**src/rtl/fifo_wr_arb_pkg.sv**
```systemverilog
// Shared types and default sizing for the FIFO write-port arbiters.
package fifo_arb_pkg;

    typedef enum logic {
        IDLE,
        BURST
    } arb_state_t;

    localparam int DEF_N_REQ     = 4;
    localparam int DEF_DW        = 8;
    localparam int DEF_MAX_BURST = 4;

endpackage

```
**src/rtl/fifo_wr_arb_if.sv**
```systemverilog
// Producer handshake and FIFO write-port bundle; master is the arbiter side.
interface fifo_wr_arb_if
    import fifo_arb_pkg::*;
#(
    parameter int N_REQ = DEF_N_REQ,
    parameter int DW    = DEF_DW
);
    localparam int IW = $clog2(N_REQ);

    logic [N_REQ-1:0]    req_valid;
    logic [N_REQ*DW-1:0] req_data;
    logic [N_REQ-1:0]    req_ready;
    logic                fifo_full;
    logic                fifo_wr_en;
    logic [DW-1:0]       fifo_wr_data;
    logic                grant_vld;
    logic [IW-1:0]       grant_id;

    modport master (
        input  req_valid, req_data, fifo_full,
        output req_ready, fifo_wr_en, fifo_wr_data, grant_vld, grant_id
    );

    modport slave (
        output req_valid, req_data, fifo_full,
        input  req_ready, fifo_wr_en, fifo_wr_data, grant_vld, grant_id
    );

endinterface

```
**src/rtl/fifo_wr_arb_rr_pick.sv**
```systemverilog
// Combinational round-robin picker: first set request searching upward from last+1 with wrap.
module rr_pick #(
    parameter int N = 4
) (
    input  logic [N-1:0]         req,
    input  logic [$clog2(N)-1:0] last,
    output logic                 found,
    output logic [$clog2(N)-1:0] idx
);
    localparam int          IW = $clog2(N);
    localparam int unsigned NU = N;

    always_comb begin
        int unsigned    pos;
        logic [IW-1:0]  cand;
        found = 1'b0;
        idx   = '0;
        pos   = 0;
        cand  = '0;
        for (int unsigned i = 1; i <= NU; i++) begin
            pos  = (32'(last) + i) % NU;
            cand = IW'(pos);
            if (!found && req[cand]) begin
                found = 1'b1;
                idx   = cand;
            end
        end
    end

endmodule

```
**src/rtl/fifo_wr_arb.sv**
```systemverilog
// Round-robin write arbiter sharing one syn_fifo write port between N_REQ producers,
// granting one producer at a time for a burst of at most MAX_BURST beats.
module fifo_wr_arb
    import fifo_arb_pkg::*;
#(
    parameter int N_REQ     = DEF_N_REQ,
    parameter int DW        = DEF_DW,
    parameter int MAX_BURST = DEF_MAX_BURST
) (
    input  logic          clk,
    input  logic          rstn,
    fifo_wr_arb_if.master bus
);
    localparam int IW = $clog2(N_REQ);
    localparam int CW = (MAX_BURST > 1) ? $clog2(MAX_BURST) : 1;
    localparam logic [CW-1:0] LAST_BEAT = CW'(MAX_BURST - 1);
    localparam logic [IW-1:0] LAST_INIT = IW'(N_REQ - 1);

    arb_state_t    state;
    logic [IW-1:0] owner;
    logic [IW-1:0] last;
    logic [CW-1:0] beat_cnt;

    logic          pick_found;
    logic [IW-1:0] pick_idx;
    logic [DW-1:0] data_arr [N_REQ];
    logic          own_valid;
    logic          beat;
    logic          burst_done;

    for (genvar g = 0; g < N_REQ; g++) begin : g_unpack
        assign data_arr[g] = bus.req_data[g*DW +: DW];
    end

    rr_pick #(.N(N_REQ)) u_pick (
        .req   (bus.req_valid),
        .last  (last),
        .found (pick_found),
        .idx   (pick_idx)
    );

    always_comb begin
        own_valid  = bus.req_valid[owner];
        beat       = (state == BURST) && own_valid && !bus.fifo_full;
        burst_done = (state == BURST) && (!own_valid || (beat && (beat_cnt == LAST_BEAT)));
    end

    // fifo_full reaches req_ready/fifo_wr_en combinationally so a full FIFO stalls the same cycle.
    always_comb begin
        bus.req_ready    = '0;
        bus.fifo_wr_en   = 1'b0;
        bus.fifo_wr_data = '0;
        if (state == BURST) begin
            bus.req_ready[owner] = ~bus.fifo_full;
            bus.fifo_wr_en       = beat;
            if (beat) begin
                bus.fifo_wr_data = data_arr[owner];
            end
        end
    end

    assign bus.grant_vld = (state == BURST);
    assign bus.grant_id  = owner;

    always_ff @(posedge clk or negedge rstn) begin
        if (!rstn) begin
            state    <= IDLE;
            owner    <= '0;
            last     <= LAST_INIT;
            beat_cnt <= '0;
        end else begin
            case (state)
                IDLE: begin
                    if (pick_found) begin
                        owner <= pick_idx;
                        state <= BURST;
                    end
                end
                BURST: begin
                    if (burst_done) begin
                        state    <= IDLE;
                        last     <= owner;
                        beat_cnt <= '0;
                    end else if (beat) begin
                        beat_cnt <= beat_cnt + 1'b1;
                    end
                end
                default: state <= IDLE;
            endcase
        end
    end

endmodule

```
**src/flat_wrapper.sv**
```systemverilog
// flat-port wrapper written by rule: the top's interface ports become plain ports
module fifo_wr_arb_flat import fifo_arb_pkg::*;
#(
    parameter int N_REQ     = DEF_N_REQ,
    parameter int DW        = DEF_DW,
    parameter int MAX_BURST = DEF_MAX_BURST
)
  (clk, rstn, bus_req_valid, bus_req_data, bus_fifo_full, bus_req_ready, bus_fifo_wr_en, bus_fifo_wr_data, bus_grant_vld, bus_grant_id);
  fifo_wr_arb_if #(.N_REQ(N_REQ), .DW(DW)) bus_i ();
  input  logic clk;
  input  logic rstn;
  input wire logic [$bits(bus_i.req_valid)-1:0] bus_req_valid;
  input wire logic [$bits(bus_i.req_data)-1:0] bus_req_data;
  input wire logic [$bits(bus_i.fifo_full)-1:0] bus_fifo_full;
  output wire logic [$bits(bus_i.req_ready)-1:0] bus_req_ready;
  output wire logic [$bits(bus_i.fifo_wr_en)-1:0] bus_fifo_wr_en;
  output wire logic [$bits(bus_i.fifo_wr_data)-1:0] bus_fifo_wr_data;
  output wire logic [$bits(bus_i.grant_vld)-1:0] bus_grant_vld;
  output wire logic [$bits(bus_i.grant_id)-1:0] bus_grant_id;
  assign bus_i.req_valid = bus_req_valid;
  assign bus_i.req_data = bus_req_data;
  assign bus_i.fifo_full = bus_fifo_full;
  assign bus_req_ready = bus_i.req_ready;
  assign bus_fifo_wr_en = bus_i.fifo_wr_en;
  assign bus_fifo_wr_data = bus_i.fifo_wr_data;
  assign bus_grant_vld = bus_i.grant_vld;
  assign bus_grant_id = bus_i.grant_id;
  fifo_wr_arb #(.N_REQ(N_REQ), .DW(DW), .MAX_BURST(MAX_BURST)) u_core (.clk(clk), .rstn(rstn), .bus(bus_i));
endmodule
```
**config.mk**
```make
export PLATFORM = sky130hd
export DESIGN_NAME = fifo_wr_arb_flat
export DESIGN_NICKNAME = d
export VERILOG_FILES = /design/src/rtl/fifo_wr_arb_pkg.sv /design/src/rtl/fifo_wr_arb_if.sv /design/src/rtl/fifo_wr_arb_rr_pick.sv /design/src/rtl/fifo_wr_arb.sv /design/src/flat_wrapper.sv
export SDC_FILE = /design/constraint.sdc
export NUM_CORES = 1
export LEC_CHECK = 0
export CAP_MARGIN = 10
export CORE_MARGIN = 2
export CORE_UTILIZATION = 30
export DETAILED_ROUTE_END_ITERATION = 16
export GPL_TIMING_DRIVEN = 1
export PLACE_DENSITY = 0.75
export REMOVE_ABC_BUFFERS = 1
export SYNTH_ARGS = -nofsm -noshare
export SYNTH_HDL_FRONTEND = slang
export SYNTH_SLANG_ARGS = --single-unit
```
**constraint.sdc**
```tcl
create_clock -name clk -period 1.7 [get_ports clk]
set_input_delay 0.34 -clock clk [delete_from_list [all_inputs] [get_ports clk]]
set_output_delay 0.34 -clock clk [all_outputs]
set_load 0.05 [all_outputs]
```
# Yosys cells after proc, flatten, opt, wreduce, memory -nomap -nowiden
# Cells that the tools add are included.
dict set report word_totals {
  regBits 7
  latchBits 0
  mem_bits_rw 0
  romBits 0
  output_inout_bits 16
  wordCells 71
  mem_count 0
}
dict set report classes {
  add_sub_neg 5
  n_mul 0
  div 0
  order_cmp 7
  eq_ne 1
  n_shift 0
  muxes 32
  bitwise_logic 4
  n_reduce_logical 18
}
# operator n
set op_table {}
lappend op_table {{8-bit two-way mux} 4}
lappend op_table {{8-bit binary-select mux with 2-bit select} 1}
lappend op_table {{2-bit by 3-bit < comparator with 1-bit output, second input constant} 5}
lappend op_table {{1-bit two-way mux} 13}
lappend op_table {{2-bit two-way mux} 6}
lappend op_table {{1-bit binary-select mux with 2-bit select} 5}
lappend op_table {{1-bit logical AND} 8}
lappend op_table {{2-bit by 1-bit adder with 2-bit output, second input constant} 3}
lappend op_table {{2-bit AND reduction} 3}
lappend op_table {{1-bit logical NOT} 5}
lappend op_table {{2-bit adder, second input constant} 2}
lappend op_table {{4-bit bitwise AND} 1}
lappend op_table {{4-bit two-way mux} 1}
lappend op_table {{3-bit >= comparator, second input constant} 1}
lappend op_table {{2-bit NOT with 3-bit output} 1}
lappend op_table {{1-bit demux with 2-bit select} 1}
lappend op_table {{2-bit equality test, second input constant} 1}
lappend op_table {{2-bit by 1-bit >= comparator with 1-bit output, second input constant} 1}
lappend op_table {{1-bit NOT} 2}
lappend op_table {{1-bit one-hot mux with 2 select lines} 1}
lappend op_table {{2-bit nonzero test} 1}
lappend op_table {{1-bit logical OR} 1}

# Depth between registers and ports, before layout
# Gate-level depths: netlist (run 1).
dict set report depth {
  depth_word 15
  mapped_depth 5
  mapped_depth_nobuf 4
}

# Hierarchy
# Synthesis (run 1) repeated with hierarchy kept, for this count alone.
dict set report unflattened {
  cells_unflattened 79
  hier_area_um2 787.0
}
# module instances cells_per_inst area_each_um2 seq_area_each_um2
set by_module_without_submodules {}
lappend by_module_without_submodules {fifo_wr_arb 1 65 695.7 177.7}
lappend by_module_without_submodules {rr_pick 1 14 91.3 0.0}

# Worst setup path after synthesis (run 1)
# OpenSTA, ideal clock, no wires.
dict set report synth_timing {
  kind {flip-flop to output port}
  startpoint {reg u_core.owner[1], in the netlist u_core.bus.grant_id[1]}
  endpoint {out bus_req_ready[0]}
  arrival_ps 2548
  t_required_ps 1360
  path_slack_ps -1188
  stages_incl_launch_ff 4
  cell_sequence {dfrtp_1 -> buf_2 -> buf_1 -> nor4_1}
}
dict set report synth_between {
  elab_chain_cells 6
  word_cells_on_any_way 7
  classes_between {2 x order compare; 3 x mux; 1 x bitwise; 1 x reduce/logical}
}
# element line_no
set synth_rtl {}
lappend synth_rtl {{from (decl)} fifo_wr_arb.sv:20} ;# logic [IW-1:0] owner;
lappend synth_rtl {{from (signal assigned)} fifo_wr_arb.sv:75} ;# owner <= pick_idx;
lappend synth_rtl {{2-bit by 3-bit < comparator with 1-bit output (implied by the code) / 2-bit by 1-bit >= comparator with 1-bit output (equally long branches)} fifo_wr_arb.sv:54} ;# bus.req_ready[owner] = ~bus.fifo_full;
lappend synth_rtl {{1-bit logical AND (implied by the code)} fifo_wr_arb.sv:54}
lappend synth_rtl {{1-bit two-way mux (implied by the code)} fifo_wr_arb.sv:54}
lappend synth_rtl {{1-bit demux with 2-bit select (*)} -}
lappend synth_rtl {{4-bit bitwise AND (no line) (*)} -}
lappend synth_rtl {{4-bit two-way mux (*)} fifo_wr_arb.sv:53} ;# if (state == BURST) begin
lappend synth_rtl {{to (decl)} flat_wrapper.sv:15} ;# output wire logic [$bits(bus_i.req_ready)-1:0] bus_req_ready;
# Mark *: on every way between the ends. The rest lies on a longest branch, timed or not.

# Final worst setup path (run 1)
dict set report layout_timing {
  startpoint {reg u_core.owner[0], in the netlist u_core.bus.grant_id[0]}
  endpoint {out bus_fifo_wr_data[4]}
}
dict set report layout_between {
  elab_chain_cells 6
  word_cells_on_any_way 10
  classes_between {7 x mux; 1 x bitwise; 2 x reduce/logical}
}
# element line_no
set layout_rtl {}
lappend layout_rtl {{2-bit NOT with 3-bit output (implied by the code) / 1-bit binary-select mux with 2-bit select (equally long branches)} {fifo_wr_arb.sv:57, fifo_wr_arb.sv:43}}
lappend layout_rtl {{8-bit binary-select mux with 2-bit select / 1-bit two-way mux (equally long branches)} {fifo_wr_arb.sv:57, fifo_wr_arb.sv:43}}
lappend layout_rtl {{8-bit two-way mux (implied by the code) / 1-bit logical AND (equally long branches) (2 in a row)} {fifo_wr_arb.sv:57, fifo_wr_arb.sv:44}}
lappend layout_rtl {{8-bit two-way mux (*)} fifo_wr_arb.sv:56} ;# if (beat) begin
lappend layout_rtl {{8-bit two-way mux (*)} fifo_wr_arb.sv:53}
lappend layout_rtl {{to (decl)} flat_wrapper.sv:17} ;# output wire logic [$bits(bus_i.fifo_wr_data)-1:0] bus_fifo_wr_data;
# Mark *: on every way between the ends. The rest lies on a longest branch, timed or not. The select of a mux whose other input is x is not followed.

==> summary.md, run 1 <==
| Metric | Value |
|---|---|
| Outcome | `complete, but fails checks` |
| Failing checks | `setup timing` |
| Slowest CP cell | `mux4_2` |
| Flops & latches, synth | `7` |
| CP arrival | `1.75 ns` |
| Leak | `0.736 nW` |
| Worst Tran Pin Value | `0.342 ns` |
| Via density | `5.34` |
| Setup WS post-layout | `-0.394 ns` |
| Die area | `3010 sq um` |
| Fillcell total | `174` |
| Via count | `977` |
| Sequential Power Share | `13.8%` |
| Post-detail-place hpwl | `2270 um` |
| Clock Skews | `0.00283 ns` |
| Largest fanout on the critical path | `8` |
| CP Launch Type | `flop` |
| Switching Share | `44.5%` |
| Cell Area, Synth | `776 sq um` |
| CTS tree | `built` |
| Placer Congestion | `0.850` |
| P_int | `1.51 mW` |
| Synth warn | `0` |
| Die Span Y | `54.9 um` |
| CTS Buf Count | `3` |
| Reported net switching power | `1.21 mW` |
| M1 WL | `1150 um` |
| Number of DRC markers in iteration 0 | `20` |
| Num Clock Sinks | `7` |
| Combinational fraction of design power | `80.6%` |
| Cell family with most CP delay | `multiplexers` |
| Uppermost layer routed | `met4` |
| Mapped Cells | `77` |
| Post-DP Area | `1520 sq um` |
| Max stage delay on crit path | `0.50 ns` |
| Hold_buf cts | `0` |
| Worst setup path startpoint | `u_core.bus.grant_id[0]` |
| Root buffer cell | `clkbuf_4` |
| Clk_lat worst skew | `0.25 ns` |
| Final Hold Viols | `0` |
| Die X | `54.9 um` |
| Slew Limit Headroom | `77.1%` |
| Initial Utilization | `31.6%` |
| Critical Setup Path Class | `flop to output pin` |
| Peak supply drop | `1420 uV` |
| Synth cell types | `35` |
| Register area | `179 sq um` |
| Flop-to-flop setup slack | `-0.13 ns` |
| IO Port Bufs | `54` |
| Power Density | `1540 nW/um^2` |
| Area Overhead vs Synth | `128%` |
| Routed Antenna Nets | `0` |
| Residual DRC | `0` |
| Fraction of layout cells with a size suffix above 1 | `50.3%` |
| Clock Tree Buf Depth | `2` |
| Max Slew Vio Count | `0` |
| Post-Route WL | `3140 um` |
| DR pass1 iterations | `4` |
| MaxCap Viol Count | `0` |
| Total gr overflow | `0` |
| CP Buf/Inv Count | `2` |
| Period utilisation layout | `123%` |
| Vias in the first global route | `1033` |
| Pre-CTS setup slack | `-0.413 ns` |
| FP Rows | `18` |
| First-pass GRT wire length | `4860 um` |
| Seq/Total Area, Yosys | `22.9%` |
| Required time of the critical path | `1.36 ns` |
| Area of the multi-input gates | `659 sq um` |
| Hold slack | `0.354 ns` |
| Core Area | `2450 sq um` |
| Final core occ | `72.0%` |
| R2r startpoint | `u_core.bus.grant_id[0]` |
| Period minus WS final | `2.09 ns` |
| Finished Cell Area | `1770 sq um` |
| Avg WL per Cell | `17.2 um` |
| Largest net degree at the start of global routing | `12` |
| H-tree depth | `1` |
| Met3 wire length | `320 um` |
| Syn Area/Cell | `10.1 sq um` |
| Io pins | `55` |
| Hold Crit Class | `input port to asynchronous set/reset pin` |
| GRT Total Usage | `23.2%` |
| CP Capture Type | `output pin` |
| Ant. Diodes | `0` |
| Nets@finish | `194` |
| Reg clk slew, reported paths | `0.05 ns` |
| RSZ-0062 raised after global routing | `true` |
| Clock share of power | `5.7%` |
| Max frequency | `478 MHz` |
| Initial antenna violation count | `0` |
| Metal2 WL | `1650 um` |
| Final setup viols | `11` |
| Worst path cell trace | `buf_6, mux4_2, and3_4, buf_12` |
-- cells by family (layout without fill, tap and decap cells) --
kind of cell,count (synthesis),in the layout,synth area share (%)
AND/OR/NAND/NOR,28,28,20.6
AO/OA/AOI/OAI,17,17,15.3
multiplexers,13,14,32.7
buffers and inverters,11,86,6.77
flip-flops,7,7,22.9
adder cells (fa/ha/maj),1,1,1.61
-- layout by cell type (no fill, tap or decap), types with 2 or more instances in the layout --
master,count
buf_12,8
a211oi_1,2
and3_4,8
buf_8,6
buf_6,7
nand2_2,2
a21oi_1,2
mux2_2,2
clkdlybuf4s50_1,36
nand2b_1,5
clkbuf_4,3
dfstp_2,2
buf_4,17
o21ai_0,3
nand2_1,2
nor2_1,2
inv_1,4
dlygate4sd2_1,2
mux4_2,10
dfrtp_1,4
-- worst register-to-register path, stage by stage (launching register included) --
cell     delay [ns]
dfrtp_2        0.49
mux4_2         0.64
buf_6          0.18
a21oi_4        0.14
mux2_4         0.31
-- registers in the layout (all words and copies together), names as in the netlist --
signal	cells
u_core.bus.grant_id	2
u_core.beat_cnt	2
u_core.last	2
u_core.bus.grant_vld	1
-- layout make-up --
cell class / instances / area share (%)
timing repair buffer: 77 / 47.9
multi-input combinational: 60 / 37.3
sequential: 7 / 10.1
tap: 30 / 2.12
clock buffer: 4 / 1.49
inverter: 5 / 1.06
-- power by group through the flow --
stage	Clock, mW	Combinational [mW]	Sequential [mW]
global route	0.167	2.31	0.390
detailed placement	0	1.79	0.360
finish	0.154	2.19	0.374
global placement	0	1.73	0.352
CTS	0.157	2.12	0.373
floorplan	0	0.799	0.533
-- per-layer routing --
layer  global-route usage (%)  vias up
met5                        0        -
met4                     4.58        0
li1                         -      453
met1                     25.8      473
met2                     43.7       45
met3                     6.01        6
-- cell usage after synthesis, drive strengths merged --
library cell / n / area (sq um)
o21ai: 3 / 15.0
mux2i: 1 / 10.0
o22ai: 1 / 6.26
nand2b: 5 / 31.3
a21oi: 4 / 23.8
and3b: 1 / 8.76
nor2b: 1 / 6.26
nor4: 2 / 12.5
dfstp: 2 / 52.6
o31a: 1 / 8.76
a21boi: 1 / 7.51
a211oi: 2 / 15.0
nand3b: 1 / 7.51
buf: 4 / 25.0
dfrtp: 5 / 125
nor2: 3 / 11.3
mux4: 9 / 210
a21o: 1 / 7.51
and3: 9 / 56.3
o21bai: 1 / 7.51
inv: 5 / 18.8
nand2: 4 / 15.0
clkbuf: 2 / 8.75
ha: 1 / 12.5
o41ai: 1 / 8.76
a32o: 1 / 10.0
or2: 1 / 6.26
nand3: 1 / 5.00
a22o: 1 / 8.76
mux2: 3 / 33.8
-- stage by stage --
stage          setup TNS, ns  power, mW  cells
3_3_place_gp           -4.55       2.08    174
3_5_place_dp           -5.01       2.15    174
5_1_grt                -4.35       2.87    183
4_1_cts                -3.70       2.65    183
2_1_floorplan          -9.63       1.33     71
6_report               -3.72       2.72    183
-- timing repair --
| action | 4_1_cts | 5_1_grt |
|---|---|---|
| endpoints found under the setup margin | 15 | 16 |
| resized for setup | 40 | 9 |
| setup buffers | 3 | 2 |
| gates cloned | 2 | 0 |
| hold endpoints to repair | 0 | 0 |
| pin swaps | 6 | 6 |
-- worst paths after layout --
path                                  endpoint  cells after the start
min                         u_core.beat_cnt[0]                      1
max in group asynchronous       u_core.last[0]                      1
min in group clk                u_core.last[0]                      2
min reg2reg                     u_core.last[0]                      2
max reg2reg                     u_core.last[1]                      4
max                        bus_fifo_wr_data[4]                      4
(Power assumes the default switching activity.)
==> run 2: changes to the inputs <==
- CTS_BUF_LIST: unset -> sky130_fd_sc_hd__clkbuf_4 sky130_fd_sc_hd__clkbuf_8
==> summary.md, run 2 (synthesis results as in run 1) <==
| Metric | Value |
|---|---|
| Outcome | `complete, but fails checks` |
| Failing checks | `setup timing` |
| Period minus WS final | `2.10 ns` |
| CTS Buf Count | `3` |
| Critical Setup Path Class | `flop to output pin` |
| Leak | `0.740 nW` |
| Slowest CP cell | `mux4_2` |
| First-pass GRT wire length | `4850 um` |
| Uppermost layer routed | `met4` |
| Vias in the first global route | `1033` |
| Avg WL per Cell | `17.1 um` |
| Hold Crit Class | `input port to asynchronous set/reset pin` |
| Final setup viols | `11` |
| Initial Utilization | `31.6%` |
| Met3 wire length | `366 um` |
| CP Capture Type | `output pin` |
| Area of the multi-input gates | `659 sq um` |
| Setup WS post-layout | `-0.396 ns` |
| Clock Skews | `0.00194 ns` |
| Initial antenna violation count | `0` |
| Clk_lat worst skew | `0.25 ns` |
| Largest fanout on the critical path | `8` |
| Ant. Diodes | `0` |
| Cell family with most CP delay | `multiplexers` |
| Max frequency | `477 MHz` |
| Peak supply drop | `1410 uV` |
| Number of DRC markers in iteration 0 | `21` |
| RSZ-0062 raised after global routing | `true` |
| Via density | `5.30` |
| Routed Antenna Nets | `0` |
| Post-detail-place hpwl | `2270 um` |
| Num Clock Sinks | `7` |
| Max stage delay on crit path | `0.50 ns` |
| Die Span Y | `54.9 um` |
| FP Rows | `18` |
| Worst Tran Pin Value | `0.329 ns` |
| R2R cell count | `4` |
| Post-Route WL | `3130 um` |
| CP Launch Type | `flop` |
| H-tree depth | `1` |
| Fraction of layout cells with a size suffix above 1 | `51.0%` |
| Reg clk slew, reported paths | `0.05 ns` |
| CP arrival | `1.76 ns` |
| Most common cell after layout, fill and taps aside | `clkdlybuf4s50_1` |
| Root buffer cell | `clkbuf_4` |
| Die area | `3010 sq um` |
| Design Power | `2.73 mW` |
| Register area | `179 sq um` |
| Residual DRC | `0` |
| CTS tree | `built` |
| CP Buf/Inv Count | `2` |
| Commonest non-fill, non-tap cells in the layout | `clkdlybuf4s50_1, buf_4, mux4_2` |
| Placer Congestion | `0.850` |
| Core Area | `2450 sq um` |
| Hold_buf cts | `0` |
| IO Port Bufs | `54` |
| Max Slew Vio Count | `0` |
| Total gr overflow | `0` |
| Required time of the critical path | `1.36 ns` |
| Nets@finish | `194` |
| Worst path cell trace | `buf_6, mux4_2, and3_4, buf_12` |
| GRT Total Usage | `23.1%` |
| Die X | `54.9 um` |
| Power Density | `1540 nW/um^2` |
| Pre-CTS setup slack | `-0.413 ns` |
| Period utilisation layout | `123%` |
| Largest net degree at the start of global routing | `12` |
| MaxCap Viol Count | `0` |
| Finished Cell Area | `1770 sq um` |
| WP depth | `4` |
| Area Overhead vs Synth | `128%` |
| Via count | `970` |
| Metal2 WL | `1650 um` |
| M1 WL | `1090 um` |
| Io pins | `55` |
| Post-DP Area | `1520 sq um` |
| Final Hold Viols | `0` |
| DR pass1 iterations | `4` |
| Slew Limit Headroom | `78.0%` |
| Clock Tree Buf Depth | `2` |
| Fillcell total | `172` |
-- run 2: cell counts in the layout (fill, tap and decap cells not counted) --
Identical to the previous run, type by type.
-- run 2: timing repair --
| action | in CTS | in global routing |
|---|---|---|
| endpoints found under the setup margin | 15 | 16 |
| pin swaps | 6 | 6 |
| resized for setup | 40 | 9 |
| cloned | 2 | 0 |
| buffers inserted | 3 | 2 |
| hold endpoints to repair | 0 | 0 |
-- run 2: metrics by stage --
stage / cells / TNS [ns] / hold slack (ns) / utilization, %
after global placement: 174 / -4.55 / 0.484 / 62.0
after CTS: 183 / -3.70 / 0.349 / 70.9
after detailed placement: 174 / -5.01 / 0.494 / 62.0
after global routing: 183 / -4.36 / 0.363 / 72.1
after floorplan: 71 / -9.63 / 0.0444 / -
final: 183 / -3.69 / 0.348 / 72.1
-- run 2: power breakdown --
part	leakage (nW)	total [mW]	switching [mW]	internal [mW]
Combinational	0.640	2.19	1.03	1.16
Sequential	0.0813	0.374	0.112	0.262
Clock	0.0184	0.170	0.0645	0.106
-- run 2: final cells by class --
cell class / instances / area share [%]
flip-flops and latches: 7 / 10.1
clock buffers: 4 / 1.70
well taps: 30 / 2.12
inverters: 5 / 1.06
multi-input cells: 60 / 37.2
repair buffers: 77 / 47.8
-- run 2: layer usage --
metal | global-route usage (%) | vias up
met5 | 0 | -
li1 | - | 454
met3 | 6.01 | 4
met1 | 25.8 | 462
met4 | 4.58 | 0
met2 | 43.5 | 50
-- run 2: final timing paths --
check	from	endpoint	slack (ns)
worst max-delay path	u_core.bus.grant_id[0]	bus_fifo_wr_data[4]	-0.40
worst min register to register	u_core.last[0]	u_core.last[0]	0.50
worst min-delay path	rstn	u_core.beat_cnt[0]	0.35
min in group clk	u_core.last[0]	u_core.last[0]	0.50
worst max register to register	u_core.bus.grant_id[0]	u_core.last[1]	-0.13
max in group asynchronous	rstn	u_core.last[0]	1.06
==> run 3: changes to the inputs <==
- CORE_MARGIN: 2 -> unset
==> summary.md, run 3 (synthesis results as in run 1) <==
| Metric | Value |
|---|---|
| Clk_lat worst skew | `0.25 ns` |
| Leak | `0.751 nW` |
| Avg WL per Cell | `16.2 um` |
| Area Overhead vs Synth | `130%` |
| Placed cell count | `172` |
| Die Span Y | `52.9 um` |
| Hold Crit Class | `input port to asynchronous set/reset pin` |
| Post-Route WL | `3000 um` |
| Residual DRC | `0` |
| CTS tree | `built` |
| First-pass GRT wire length | `4710 um` |
| Period utilisation layout | `120%` |
| Io pins | `55` |
| Required time of the critical path | `1.36 ns` |
| Reg clk slew, reported paths | `0.06 ns` |
| Combinational fraction of design power | `79.6%` |
| CP arrival | `1.70 ns` |
| Final setup viols | `12` |
| Final Hold Viols | `0` |
| CP Launch Type | `flop` |
| IO Port Bufs | `54` |
| Clock Tree Buf Depth | `2` |
| Hold_buf cts | `0` |
| Largest net degree at the start of global routing | `10` |
| Total gr overflow | `0` |
| Vias in the first global route | `997` |
| Most common cell after layout, fill and taps aside | `clkdlybuf4s50_1` |
| Slew Limit Headroom | `75.7%` |
| Sequential Power Share | `14.2%` |
| Clock Skews | `0.00295 ns` |
| Commonest non-fill, non-tap cells in the layout | `clkdlybuf4s50_1, buf_4, buf_12` |
| Die area | `2790 sq um` |
| Initial Utilization | `31.6%` |
| Routed Antenna Nets | `0` |
| Reported net switching power | `1.20 mW` |
| Layout Cells excl Fill | `185` |
| Failing checks | `setup timing` |
| H-tree depth | `1` |
| Clock share of power | `6.2%` |
| Placer Congestion | `0.844` |
| FP Rows | `18` |
| Hold slack | `0.365 ns` |
| Max frequency | `490 MHz` |
| DR pass1 iterations | `4` |
| Core Area | `2450 sq um` |
| Die X | `52.9 um` |
| Worst Tran Pin Value | `0.363 ns` |
| Via density | `5.38` |
| Initial antenna violation count | `0` |
| Period minus WS final | `2.04 ns` |
| Power Density | `1550 nW/um^2` |
| Nets@finish | `196` |
| Root buffer cell | `clkbuf_4` |
| Via count | `996` |
| Max Slew Vio Count | `0` |
| Fraction of layout cells with a size suffix above 1 | `51.6%` |
| Outcome | `complete, but fails checks` |
| Total negative slack | `-3.26 ns` |
| Largest fanout on the critical path | `7` |
| Final core occ | `72.8%` |
| Post-detail-place hpwl | `1940 um` |
| CP Capture Type | `output pin` |
| Number of DRC markers in iteration 0 | `17` |
| Num Clock Sinks | `7` |
| P_int | `1.57 mW` |
| GRT Total Usage | `23.3%` |
| Critical Setup Path Class | `flop to output pin` |
| Setup WS post-layout | `-0.340 ns` |
| MaxCap Viol Count | `0` |
| CTS Buf Count | `3` |
| RSZ-0062 raised after global routing | `true` |
| Fillcell total | `163` |
| Flop-to-flop setup slack | `-0.17 ns` |
| Switching Share | `43.3%` |
| Ant. Diodes | `0` |
| Peak supply drop | `1280 uV` |
[run 3: changes by cell type in the layout (fill, tap and decap cells not counted), sizes merged]
cell | before | now
dlygate4sd2 | 2 | 5
clkdlybuf4s50 | 36 | 33
buf | 38 | 41
clkdlybuf4s15 | 1 | 0
[run 3: cell type report]
class | instances | area [sq um] | share of cell area (%)
flip-flops and latches | 7 | 181 | 10.2
clock buffers | 4 | 30.0 | 1.68
repair buffers | 79 | 870 | 48.7
multi-input cells | 60 | 649 | 36.3
well taps | 30 | 37.5 | 2.10
inverters | 5 | 18.8 | 1.05
[run 3: metrics by stage]
| step | worst slack [ns] | power [mW] | instance area [sq um] |
|---|---|---|---|
| 6_report | -0.340 | 2.76 | 1790 |
| 3_5_place_dp | -0.511 | 2.15 | 1550 |
| 4_1_cts | -0.341 | 2.59 | 1710 |
| 2_1_floorplan | -1.06 | 1.33 | 742 |
| 5_1_grt | -0.405 | 2.91 | 1790 |
| 3_3_place_gp | -0.473 | 2.11 | 1550 |
[run 3: metal layers]
layer,vias to the layer above,GRT usage [%],routed length (um)
li1,456,-,-
met1,489,28.2,1190
met2,51,41.6,1560
met3,0,4.89,249
met4,0,5.26,0
met5,-,0,0
[run 3: final timing paths]
path                            cells after the start                  end              startpoint
worst min-delay path                                1   u_core.beat_cnt[1]                    rstn
worst min register to register                      2       u_core.last[0]          u_core.last[0]
worst max register to register                      5       u_core.last[1]  u_core.bus.grant_id[0]
worst max-delay path                                4  bus_fifo_wr_data[2]  u_core.bus.grant_id[0]
min in group clk                                    2       u_core.last[0]          u_core.last[0]
max in group asynchronous                           1       u_core.last[1]                    rstn
[run 3: timing repair]
item	4_1_cts	5_1_grt
setup buffers	2	5
pin swaps	5	7
resized for setup	36	9
cloned	2	0
setup endpoints to repair	15	15
[run 3: power groups by stage]
stage	clock (mW)	sequential (mW)	combinational, mW
after floorplan	0	0.533	0.799
after global placement	0	0.367	1.74
after detailed placement	0	0.371	1.77
after CTS	0.176	0.395	2.02
after global routing	0.187	0.405	2.32
final	0.170	0.392	2.20
[run 3: worst max-delay path, stage by stage, from the launching register on]
cell and delay [ns]:
dfrtp_2 0.46, buf_6 0.15, mux4_2 0.49, and3_4 0.20
buf_12 0.14
